<file path="src/rtl/cam_stream_pkg.sv">
// Shared constants, packet field positions and receiver state type for the
// 4-bit CAM packet stream.
package cam_stream_pkg;

    localparam int          CAM_NIBBLES = 8;
    localparam logic [15:0] HB_ADDR     = 16'hC0FF;
    localparam logic [6:0]  HB_FLAGS    = 7'b1010101;

    localparam int ADDR_MSB    = 31;
    localparam int ADDR_LSB    = 16;
    localparam int DATA_MSB    = 15;
    localparam int DATA_LSB    = 8;
    localparam int RW_N_BIT    = 7;
    localparam int M2SEL_N_BIT = 6;
    localparam int M2B0_BIT    = 5;
    localparam int SW_GS_BIT   = 4;
    localparam int RESET_BIT   = 0;

    typedef enum logic {
        ST_HUNT  = 1'b0,
        ST_SHIFT = 1'b1
    } cam_rx_state_e;

    function automatic logic is_heartbeat(input logic [31:0] w);
        return (w[ADDR_MSB:ADDR_LSB] == HB_ADDR) && (w[RW_N_BIT:1] == HB_FLAGS);
    endfunction

endpackage

</file>
<file path="src/rtl/cam_rx_sync.sv">
// Brings cam_pclk/cam_sync/cam_data into clk_i with two-flop synchronisers and
// turns each synchronised pclk rise into a one-cycle nibble strobe.
module cam_rx_sync (
    input  logic       clk_i,
    input  logic       rst_i,
    input  logic       cam_pclk,
    input  logic       cam_sync,
    input  logic [3:0] cam_data,
    output logic       nib_stb,
    output logic [3:0] nib_data,
    output logic       nib_sync
);

    logic       pclk_s1_q, pclk_s2_q, pclk_s3_q;
    logic       pclk_s1_d, pclk_s2_d, pclk_s3_d;
    logic       sync_s1_q, sync_s2_q, sync_s1_d, sync_s2_d;
    logic [3:0] data_s1_q, data_s2_q, data_s1_d, data_s2_d;

    always_comb begin
        pclk_s1_d = cam_pclk;
        pclk_s2_d = pclk_s1_q;
        pclk_s3_d = pclk_s2_q;
        sync_s1_d = cam_sync;
        sync_s2_d = sync_s1_q;
        data_s1_d = cam_data;
        data_s2_d = data_s1_q;
    end

    always_ff @(posedge clk_i or posedge rst_i) begin
        if (rst_i) begin
            pclk_s1_q <= 1'b0;
            pclk_s2_q <= 1'b0;
            pclk_s3_q <= 1'b0;
            sync_s1_q <= 1'b0;
            sync_s2_q <= 1'b0;
            data_s1_q <= 4'd0;
            data_s2_q <= 4'd0;
        end else begin
            pclk_s1_q <= pclk_s1_d;
            pclk_s2_q <= pclk_s2_d;
            pclk_s3_q <= pclk_s3_d;
            sync_s1_q <= sync_s1_d;
            sync_s2_q <= sync_s2_d;
            data_s1_q <= data_s1_d;
            data_s2_q <= data_s2_d;
        end
    end

    // Data and sync settle before the pclk rise, so their s2 copies are valid here.
    assign nib_stb  = pclk_s2_q & ~pclk_s3_q;
    assign nib_data = data_s2_q;
    assign nib_sync = sync_s2_q;

endmodule

</file>
<file path="src/rtl/cam_deserializer.sv">
// Reassembles 32-bit CAM packets from the synchronised nibble stream and holds
// them on a valid/ready port, counting framing errors, overruns and heartbeat gaps.
module cam_deserializer
    import cam_stream_pkg::*;
#(
    parameter logic ENABLE         = 1'b1,
    parameter int   TIMEOUT_CYCLES = 64
) (
    input  logic        clk_i,
    input  logic        rst_i,
    input  logic        cam_pclk,
    input  logic        cam_sync,
    input  logic [3:0]  cam_data,
    input  logic        pkt_ready,
    output logic        pkt_valid,
    output logic [31:0] pkt_word,
    output logic        pkt_is_reset,
    output logic        pkt_is_heartbeat,
    output logic [15:0] pkt_count,
    output logic [15:0] frame_err_count,
    output logic [15:0] overrun_count,
    output logic [15:0] hb_gap_count,
    output logic        overrun_flag
);

    localparam int                 TIMER_W    = $clog2(TIMEOUT_CYCLES + 1);
    localparam logic [TIMER_W-1:0] TIMER_LAST = TIMER_W'(TIMEOUT_CYCLES - 1);
    localparam logic [2:0]         CNT_LAST   = 3'(CAM_NIBBLES - 1);

    logic       raw_stb, stb, nib_sync;
    logic [3:0] nib_data;

    cam_rx_sync u_sync (
        .clk_i    (clk_i),
        .rst_i    (rst_i),
        .cam_pclk (cam_pclk),
        .cam_sync (cam_sync),
        .cam_data (cam_data),
        .nib_stb  (raw_stb),
        .nib_data (nib_data),
        .nib_sync (nib_sync)
    );

    assign stb = ENABLE & raw_stb;

    cam_rx_state_e      state_q, state_d;
    logic [27:0]        shift_q, shift_d;
    logic [2:0]         cnt_q, cnt_d;
    logic [TIMER_W-1:0] timer_q, timer_d;
    logic               timeout, deliver, frame_err;
    logic [31:0]        new_word;

    logic        pkt_valid_q, pkt_valid_d, overrun_flag_q, overrun_flag_d;
    logic [31:0] pkt_word_q, pkt_word_d;
    logic [15:0] pkt_count_q, pkt_count_d, frame_err_count_q, frame_err_count_d;
    logic [15:0] overrun_count_q, overrun_count_d, hb_gap_count_q, hb_gap_count_d;
    logic [7:0]  hb_last_q, hb_last_d;
    logic        hb_seen_q, hb_seen_d;
    logic        accept, drop;

    assign timeout  = (state_q == ST_SHIFT) && !stb && (timer_q == TIMER_LAST);
    assign new_word = {shift_q, nib_data};

    always_ff @(posedge clk_i or posedge rst_i) begin
        if (rst_i) state_q <= ST_HUNT;
        else       state_q <= state_d;
    end

    always_comb begin
        state_d = state_q;
        case (state_q)
            ST_HUNT:  if (stb && nib_sync) state_d = ST_SHIFT;
            ST_SHIFT: begin
                if (stb && !nib_sync && cnt_q == CNT_LAST) state_d = ST_HUNT;
                else if (timeout)                          state_d = ST_HUNT;
            end
            default:  state_d = ST_HUNT;
        endcase
    end

    always_comb begin
        shift_d   = shift_q;
        cnt_d     = cnt_q;
        timer_d   = '0;
        deliver   = 1'b0;
        frame_err = 1'b0;
        case (state_q)
            ST_HUNT: begin
                if (stb && nib_sync) begin
                    shift_d = {24'd0, nib_data};
                    cnt_d   = 3'd1;
                end
            end
            ST_SHIFT: begin
                if (stb) begin
                    if (nib_sync) begin
                        frame_err = 1'b1;
                        shift_d   = {24'd0, nib_data};
                        cnt_d     = 3'd1;
                    end else if (cnt_q == CNT_LAST) begin
                        deliver = 1'b1;
                        cnt_d   = 3'd0;
                    end else begin
                        shift_d = {shift_q[23:0], nib_data};
                        cnt_d   = cnt_q + 3'd1;
                    end
                end else if (timeout) begin
                    frame_err = 1'b1;
                    cnt_d     = 3'd0;
                end else begin
                    timer_d = timer_q + 1'b1;
                end
            end
            default: ;
        endcase
    end

    // A delivery into a full, non-draining output is dropped without touching heartbeat state.
    always_comb begin
        accept            = deliver & (~pkt_valid_q | pkt_ready);
        drop              = deliver & ~accept;
        pkt_valid_d       = accept ? 1'b1 : (pkt_ready ? 1'b0 : pkt_valid_q);
        pkt_word_d        = accept ? new_word : pkt_word_q;
        pkt_count_d       = pkt_count_q + {15'd0, accept};
        overrun_count_d   = overrun_count_q + {15'd0, drop};
        overrun_flag_d    = overrun_flag_q | drop;
        frame_err_count_d = frame_err_count_q + {15'd0, frame_err};
        hb_gap_count_d    = hb_gap_count_q;
        hb_last_d         = hb_last_q;
        hb_seen_d         = hb_seen_q;
        if (accept) begin
            if (new_word[RESET_BIT]) hb_seen_d = 1'b0;
            if (is_heartbeat(new_word)) begin
                if (hb_seen_q && new_word[DATA_MSB:DATA_LSB] != hb_last_q + 8'd1)
                    hb_gap_count_d = hb_gap_count_q + 16'd1;
                hb_last_d = new_word[DATA_MSB:DATA_LSB];
                hb_seen_d = 1'b1;
            end
        end
    end

    always_ff @(posedge clk_i or posedge rst_i) begin
        if (rst_i) begin
            shift_q           <= '0;
            cnt_q             <= '0;
            timer_q           <= '0;
            pkt_valid_q       <= 1'b0;
            pkt_word_q        <= '0;
            pkt_count_q       <= '0;
            frame_err_count_q <= '0;
            overrun_count_q   <= '0;
            hb_gap_count_q    <= '0;
            overrun_flag_q    <= 1'b0;
            hb_last_q         <= '0;
            hb_seen_q         <= 1'b0;
        end else begin
            shift_q           <= shift_d;
            cnt_q             <= cnt_d;
            timer_q           <= timer_d;
            pkt_valid_q       <= pkt_valid_d;
            pkt_word_q        <= pkt_word_d;
            pkt_count_q       <= pkt_count_d;
            frame_err_count_q <= frame_err_count_d;
            overrun_count_q   <= overrun_count_d;
            hb_gap_count_q    <= hb_gap_count_d;
            overrun_flag_q    <= overrun_flag_d;
            hb_last_q         <= hb_last_d;
            hb_seen_q         <= hb_seen_d;
        end
    end

    assign pkt_valid        = pkt_valid_q;
    assign pkt_word         = pkt_word_q;
    assign pkt_is_reset     = pkt_word_q[RESET_BIT];
    assign pkt_is_heartbeat = is_heartbeat(pkt_word_q);
    assign pkt_count        = pkt_count_q;
    assign frame_err_count  = frame_err_count_q;
    assign overrun_count    = overrun_count_q;
    assign hb_gap_count     = hb_gap_count_q;
    assign overrun_flag     = overrun_flag_q;

endmodule

</file>
<file path="config.mk">
export PLATFORM = sky130hd
export DESIGN_NAME = cam_deserializer
export DESIGN_NICKNAME = d
export VERILOG_FILES = /design/src/rtl/cam_stream_pkg.sv /design/src/rtl/cam_rx_sync.sv /design/src/rtl/cam_deserializer.sv
export SDC_FILE = /design/constraint.sdc
export NUM_CORES = 1
export LEC_CHECK = 0
export ABC_AREA = 1
export CORE_MARGIN = 8
export CORE_UTILIZATION = 30
export DETAILED_ROUTE_END_ITERATION = 10
export SYNTH_ARGS = -nofsm -noshare
export SYNTH_HDL_FRONTEND = slang
export SYNTH_SLANG_ARGS = --single-unit
</file>
<file path="constraint.sdc">
create_clock -name clk_i -period 16.5 [get_ports clk_i]
set_input_delay 3.3 -clock clk_i [delete_from_list [all_inputs] [get_ports clk_i]]
set_output_delay 3.3 -clock clk_i [all_outputs]
set_load 0.05 [all_outputs]
</file>
**After elaboration in Yosys (flattened, before gate mapping)**

Cells that the tools add are included.

- Flip-flop bits (word level): 159
- Latch bits: 0
- Memory bits (writable): 0
- ROM bits: 0
- Output and inout port bits: 100
- Logic and storage cells: 94
- Memories: 0

- Add/sub/neg operators: 7
- $mul: 0
- Divide/modulo/power cells: 0
- Order comparisons: 0
- Eq/ne operators: 11
- Shift-type cells: 0
- Mux-type cells: 30
- Bitwise operators: 9
- Reductions and logical operators: 17

Operator list:

| operator | count |
|---|---|
| $mux 28 | 4 |
| $pmux 28 s2 | 1 |
| $add 16x1->16 | 3 |
| $eq 16x16->1 const B | 2 |
| $mux 7 | 3 |
| $add 16x1->16 const B | 1 |
| $mux 1 | 15 |
| $mux 3 | 5 |
| $eq 7x7->1 const B | 2 |
| $add 8x1->8 const B | 1 |
| $logic_and 1x1->1 | 8 |
| $ne 8x8->1 | 1 |
| $add 7x1->7 const B | 1 |
| $eq 7x6->1 const B | 1 |
| $ne 3x2->1 const B | 2 |
| $pmux 3 s2 | 1 |
| $reduce_and 2->1 | 3 |
| $reduce_and 3->1 | 2 |
| $ne 2x2->1 const B | 2 |
| $not 1->1 | 4 |
| $reduce_bool 2->1 | 2 |
| $add 3x1->3 const B | 1 |
| $and 1x1->1 | 3 |
| $eq 3x3->1 const B | 1 |
| other kinds (3) | 5 |

**Depth between registers and ports, before layout**

Gate-level depths: netlist of the first run.

- Word-level depth: 9
- Depth in mapped cells: 17
- Gate-level depth less buffers: 16

**Modules after synthesis**

A second synthesis of the first run with hierarchy kept.

- Cells, all modules: 737
- Area, all modules: 6,942.9 µm²

By module, submodules not included:

| module | times used | cells each | area each (µm²) | sequential area each (µm²) |
|---|---|---|---|---|
| cam_deserializer | 1 | 721 | 6,603.8 | 3,653.5 |
| cam_rx_sync | 1 | 16 | 339.1 | 325.3 |

**Least setup slack after synthesis of the first run**

No wires, ideal clock.

- Path type: reg2out
- Start: register pkt_word_q[20], in the netlist pkt_word[20]
- End: output port pkt_is_heartbeat
- Data arrival time: 1.735 ns
- Required time: 13.200 ns
- Path slack: 11.465 ns
- Cell stages (with the launch flop): 5
- Path buffers: 0
- Cell sequence: dfrtp_1 > nand4_1 > nor4b_1 > nand2_1 > nor2_1

- Cells in the longest elaborated chain, start to end: 2

Ends and longest elaborated chain:

| item | line | text |
|---|---|---|
| start: declaration | cam_deserializer.sv:54 | `logic [31:0] pkt_word_q, pkt_word_d;` |
| start signal: assignment | cam_deserializer.sv:161 | `pkt_word_q <= pkt_word_d;` |
| $eq 16x16->1 | cam_stream_pkg.sv:25 | `return (w[ADDR_MSB:ADDR_LSB] == HB_ADDR) && (w[RW_N_BIT:1] == HB_FLAGS);` |
| $logic_and 1x1->1 | cam_stream_pkg.sv:25 |  |
| end: declaration | cam_deserializer.sv:18 | `output logic pkt_is_heartbeat,` |

No other way between the ends.

**Worst setup path after layout of the first run**

Same ends and word-level chain as after synthesis.

==> impl_metrics.json, run 1 <==
{
  "wl_per_cell_um": 14.0,
  "dp_hpwl_mm": 11.2,
  "timing_worst_setup_path_type": "flip-flop to output pin",
  "fillCellCount": 2308,
  "htreeDepth": 4,
  "post_dp_cell_area_um2": 8320,
  "fin_cells": 1147,
  "syn2layout_area_growth_pct": 28.0,
  "ys_ff_latch": 159,
  "final_common_cell": "nand2_1",
  "diodes": 0,
  "post-cts-setup-buffer-count": 0,
  "clockRootBuffer": "clkbuf_16",
  "grt_use_total_pct": 11.6,
  "grt_max_degree": 89,
  "drv_slew": 0,
  "hold_class": "flip-flop to flip-flop",
  "gr-total-overflow": 0,
  "final-seq-area_um2": 3980,
  "yosysSeqAreaShare_pct": 57.0,
  "yosysTopAreaCell": "dfrtp_1",
  "maxCapViolCount": 0,
  "antenna_left": 0,
  "ir_worst_vdd_v": 0.0000657,
  "cts.sinks": 159,
  "pin_count": 109,
  "grt_pass1_wl_mm": 26.7,
  "rsz0062_at_grt": "no",
  "status": "completed",
  "relSlewSlack_pct": 28.4,
  "whs_path_depth": 0,
  "grt_pass1_vias": 5257,
  "synth.area.top_cells": "dfrtp_1 57%, nand2_1 10%, xor2_1 4.8%",
  "drt-total-wl_mm": 16.1,
  "ff2ff_path_depth": 16,
  "drive_gt1_share_pct": 6.07,
  "multi_input_area_um2": 2580,
  "cts.repair.resized": 0,
  "worst-path-max-fanout": 3,
  "drtIter0Drc": 291,
  "finalSetupViolations": 0,
  "rows": 56,
  "max-clock-path-buffers": 2,
  "startpoint_type": "flip-flop",
  "synth_area_um2": 6980,
  "synth_top_area_share_pct": 57.0,
  "setup_tns_ps": 0,
  "io_buffers": 108,
  "yosys_warnings": 0,
  "synthFlopType": "dfrtp_1",
  "cts_buffers": 17,
  "postCtsHoldBufs": 0,
  "dieHeight_um": 169,
  "postSynth.asyncResetShare_pct": 100,
  "post-route-cell-area_um2": 8930,
  "avgSynthCellArea_um2": 9.50,
  "timing.hold.ws_ps": 350,
  "start_util_pct": 30.2,
  "fin_crit_ps": 5730,
  "globalplace.congestion": 0.781,
  "remaining_drc_errors": 0,
  "syn_inst": 735,
  "die_w_um": 169,
  "required_ps": 13200,
  "hold_viol_final": 0,
  "worst_slew_pin_slew_ps": 1070,
  "fp.coreArea_um2": 23100,
  "antenna_found_initial": 0,
  "syn_nets": 757,
  "cts_tree": "done",
  "finalNetCount": 866,
  "powerDensity_nw_per_um2": 102,
  "place_inst": 1115,
  "synth.distinct_cells": 35,
  "vias_per_cell": 4.54,
  "num_vias": 5207,
  "fin_skew_ps": 11.5,
  "synth_edf_count": 0,
  "dr.pass1.iters": 4,
  "arrival_ps": 2430,
  "layout.cells.most_common_list": "187 x nand2_1, 159 x dfrtp_1, 108 x clkdlybuf4s50_1, 76 x inv_1, 50 x nor2_1",
  "post-route-period-util_pct": 34.7,
  "dieArea_um2": 28400,
  "insertion_delay_ps": 430,
  "end_kind": "output pin",
  "path_clk_slew_ps": 70,
  "leakagePower_uw": 0.00419,
  "clock.fmax_mhz": 175
}
## cell type report
class	instances	share of cell area, %
inverter	79	3.37
timing repair buffer	110	12.3
tap	290	4.06
clock buffer	17	4.76
clock inverter	15	2.16
sequential	159	44.5
multi-input combinational	477	28.8
## routing by layer
| metal | vias to the layer above | global-route usage (%) | part of all wire (%) |
|---|---|---|---|
| met5 | - | 0 | 0 |
| met4 | 0 | 3.73 | 1.0 |
| met3 | 11 | 4.24 | 6.3 |
| met2 | 98 | 18.5 | 47 |
| met1 | 2498 | 14.5 | 46 |
| li1 | 2600 | - | - |
## final timing paths
kind | from | end | slack (ps)
min reg2reg | u_sync.sync_s1_q | u_sync.nib_sync | 350
max | pkt_word[20] | pkt_is_heartbeat | 10770
max in group asynchronous | rst_i | hb_gap_count[15] | 11730
min | u_sync.sync_s1_q | u_sync.nib_sync | 350
max reg2reg | u_sync.nib_sync | pkt_count[12] | 13610
min in group asynchronous | rst_i | frame_err_count[11] | 3380
## critical path, stage by stage (launching register included)
cell             delay, ps
dfrtp_1                370
nand4_1                110
nor4b_1                360
nand2_1                180
nor2_1                 120
clkdlybuf4s50_1        850
## registers in the layout, indices dropped and copies added (netlist names)
name,cells
overrun_count,16
pkt_valid,1
u_sync.data_s1_q,4
overrun_flag,1
cnt_q,3
u_sync.nib_data,4
timer_q,7
pkt_word,32
state_q,1
u_sync.pclk_s1_q,1
shift_q,28
hb_last_q,8
frame_err_count,16
u_sync.sync_s1_q,1
u_sync.nib_sync,1
hb_gap_count,16
pkt_count,16
u_sync.pclk_s2_q,1
u_sync.pclk_s3_q,1
hb_seen_q,1
## Yosys cell counts (2+ instances only)
cell        n
inv_2       2
o21ai_1    21
o21ai_2     2
nor3_2      3
nand4_1    31
buf_6       2
buf_2       7
o21ai_0    26
o22ai_1    25
nor2_1     50
buf_4       2
buf_8       2
nor4b_1     2
a21oi_1     5
nand3_1    31
xor2_1     38
dfrtp_1   159
nand3_2     2
nor3_1      9
clkbuf_1    6
nand2_1   187
nor4_1      3
inv_1      77
xnor2_1    20
ha_1       13
## kinds of logic (layout without fill, tap and decap cells)
| logic type | Yosys count | in the layout | share of synthesized area (%) |
|---|---|---|---|
| AO/OA/AOI/OAI | 81 | 81 | 6.47 |
| XOR/XNOR | 58 | 58 | 7.28 |
| adder cells (fa/ha/maj) | 13 | 13 | 2.33 |
| buffers and inverters | 99 | 221 | 6.11 |
| flip-flops | 159 | 159 | 57.0 |
| AND/OR/NAND/NOR | 325 | 325 | 20.8 |
## per-stage QoR
stage | util, % | total power [uW] | setup slack [ps]
2_1_floorplan | - | 473 | 8910
4_1_cts | 38.6 | 919 | 10730
6_report | 38.6 | 907 | 10770
3_5_place_dp | 36.0 | 499 | 10600
5_1_grt | 38.6 | 942 | 10630
3_3_place_gp | 36.0 | 497 | 10660
## power breakdown
| part | internal (uW) | switching, uW |
|---|---|---|
| Clock | 244 | 173 |
| Sequential | 406 | 12.0 |
| Combinational | 22.4 | 50.5 |
Note: power is estimated with default switching activity, not from simulation.
==> run 2, diff against run 1 <==
clock period = 5.9 ns   (was 16.5 ns; I/O delays follow)
==> run 2 against run 1 <==
  * Critical path depth is the same
  * Clock skew grew 11 ps
  * Register-to-register slack lost 11000 ps
  * Global-route usage is essentially flat
  * Clock power grew to 2.6 times the previous value
  * Sequential share of layout area grew 0.13 points
  * Routed wire length shrank 0.88%
  * First-iteration DRC count shrank 7.2%
  * Total power grew to 2.7 times the previous value
  * Utilization shrank 0.11 points
  * Flip-flop and latch count is the same
  * Via count shrank 0.77%
==> impl_metrics.json, run 2 (synthesized netlist as in run 1, its figures left out) <==
{
  "status": "completed",
  "pwr-share-comb_pct": 8.2,
  "leakagePower_uw": 0.00417,
  "io_buffers": 108,
  "post-cts-setup-buffer-count": 0,
  "rrSetupSlack_ps": 3070,
  "p_total_uw": 2460,
  "arrival_ps": 2420,
  "fin_crit_ps": 3600,
  "power.internal_uw": 1770,
  "powerDensity_nw_per_um2": 276,
  "ir_worst_vdd_v": 0.000175,
  "place_inst": 1116,
  "cts_buffers": 17,
  "post-route-cell-area_um2": 8910,
  "cpMaxStageDelayCell": "clkdlybuf4s50_1",
  "fp.coreArea_um2": 23100,
  "whs_path_depth": 0,
  "startpoint_type": "flip-flop",
  "drtIter0Drc": 270,
  "dr.pass1.iters": 5,
  "drv_slew": 0,
  "num_vias": 5167,
  "drive_gt1_share_pct": 6.18,
  "finalSetupViolations": 0,
  "cp_cell_sequence": "nand4_1 > nor4b_1 > nand2_1 > nor2_1 > clkdlybuf4s50_1",
  "globalplace.congestion": 0.791,
  "final_common_cell": "nand2_1",
  "finalNetCount": 867,
  "gr-total-overflow": 0,
  "reg2reg_from": "u_sync.nib_sync",
  "slowest_delay_ps": 840,
  "remaining_drc_errors": 0,
  "pin_count": 109,
  "grt_pass1_vias": 5132,
  "layout.cells.most_common_list": "187 x nand2_1, 159 x dfrtp_1, 108 x clkdlybuf4s50_1, 76 x inv_1, 50 x nor2_1",
  "postCtsHoldBufs": 0,
  "antenna_found_initial": 1,
  "dp_hpwl_mm": 11.4,
  "post-route-period-util_pct": 61.1,
  "cts.repair.resized": 0,
  "drt-total-wl_mm": 15.9,
  "rows": 56,
  "power.switching_uw": 693,
  "fin_cells": 1148,
  "grt_pass1_wl_mm": 26.6,
  "worst-path-max-fanout": 3,
  "max-clock-path-buffers": 2,
  "clockRootBuffer": "clkbuf_16",
  "crit_path_end": "pkt_is_heartbeat",
  "fin_skew_ps": 22.8,
  "hold_class": "flip-flop to flip-flop",
  "seq_power_share_pct": 47.5,
  "dieArea_um2": 28400,
  "fillCellCount": 2343,
  "hold_viol_final": 0,
  "required_ps": 4720,
  "path_buf_inv": 1,
  "end_kind": "output pin",
  "worst_slew_pin_slew_ps": 1030,
  "p_clk_share_pct": 44.2,
  "post_dp_cell_area_um2": 8320,
  "htreeDepth": 4,
  "startpoint": "pkt_word[18]",
  "cts_tree": "done",
  "ff2ff_path_depth": 16,
  "wl_per_cell_um": 13.9,
  "setup_tns_ps": 0,
  "insertion_delay_ps": 440,
  "relSlewSlack_pct": 31.4,
  "antenna_left": 0,
  "r2r_end": "pkt_count[12]",
  "cp_top_family": "buffers and inverters",
  "start_util_pct": 30.2,
  "cts.sinks": 159,
  "grt_use_total_pct": 11.7,
  "diodes": 0,
  "clock.fmax_mhz": 277,
  "timing_worst_setup_path_type": "flip-flop to output pin",
  "vias_per_cell": 4.50,
  "dieHeight_um": 169,
  "switching_share_pct": 28.2,
  "maxCapViolCount": 0,
  "die_w_um": 169,
  "largest_register_ffs": 32,
  "worstSetupPathDepth": 5,
  "grt_max_degree": 90,
  "path_clk_slew_ps": 70,
  "rsz0062_at_grt": "no",
  "syn2layout_area_growth_pct": 27.7
}
run 2: cell type report:
| cell class | count | area, um2 | share of cell area [%] |
|---|---|---|---|
| multi-input cells | 477 | 2580 | 28.9 |
| clock inverters | 15 | 160 | 1.80 |
| clock buffers | 17 | 425 | 4.77 |
| repair buffers | 111 | 1100 | 12.4 |
| inverters | 79 | 302 | 3.38 |
| well taps | 290 | 363 | 4.07 |
| flip-flops and latches | 159 | 3980 | 44.7 |
run 2: metal layers:
metal,track usage [%],wire length [um],vias up
met5,0,10,-
met4,3.26,153,2
met3,4.38,1030,14
met2,18.4,7310,113
met1,14.8,7420,2433
li1,-,-,2605
run 2: worst reg2reg max path: stages, from the launching register on:
cell	delay, ps
dfrtp_1	380
inv_1	140
nand2_1	110
nor2_4	140
nand2_2	100
inv_2	80
nand2_4	330
inv_2	270
ha_1	180
ha_1	170
nand3_1	120
nor2_1	140
nand2_1	110
nor2_1	100
nand4_1	120
nor2_1	140
xor2_1	140
run 2: metrics by stage:
| step | setup slack, ps | hold slack, ps | utilization [%] |
|---|---|---|---|
| global placement | 2190 | 332 | 36.0 |
| detailed placement | 2150 | 335 | 36.0 |
| floorplan | 428 | 331 | - |
| finish | 2300 | 349 | 38.5 |
| CTS | 2250 | 350 | 38.5 |
| global route | 2140 | 360 | 38.5 |
run 2: how the worst min path moves through the flow:
stage | start | to | slack, ps
final | u_sync.sync_s1_q | u_sync.nib_sync | 350
after global routing | u_sync.data_s1_q[3] | u_sync.nib_data[3] | 360
after floorplan | u_sync.data_s1_q[0] | u_sync.nib_data[0] | 330
after CTS | u_sync.sync_s1_q | u_sync.nib_sync | 350
after global placement | u_sync.data_s1_q[3] | u_sync.nib_data[3] | 330
after detailed placement | u_sync.data_s1_q[3] | u_sync.nib_data[3] | 330
run 2: power groups by stage:
| stage | Sequential (uW) | Combinational [uW] | Clock (uW) |
|---|---|---|---|
| floorplan | 1230 | 89.4 | 0 |
| global placement | 1190 | 205 | 0 |
| detailed placement | 1190 | 207 | 0 |
| CTS | 1170 | 208 | 1120 |
| global route | 1170 | 225 | 1160 |
| finish | 1170 | 203 | 1090 |
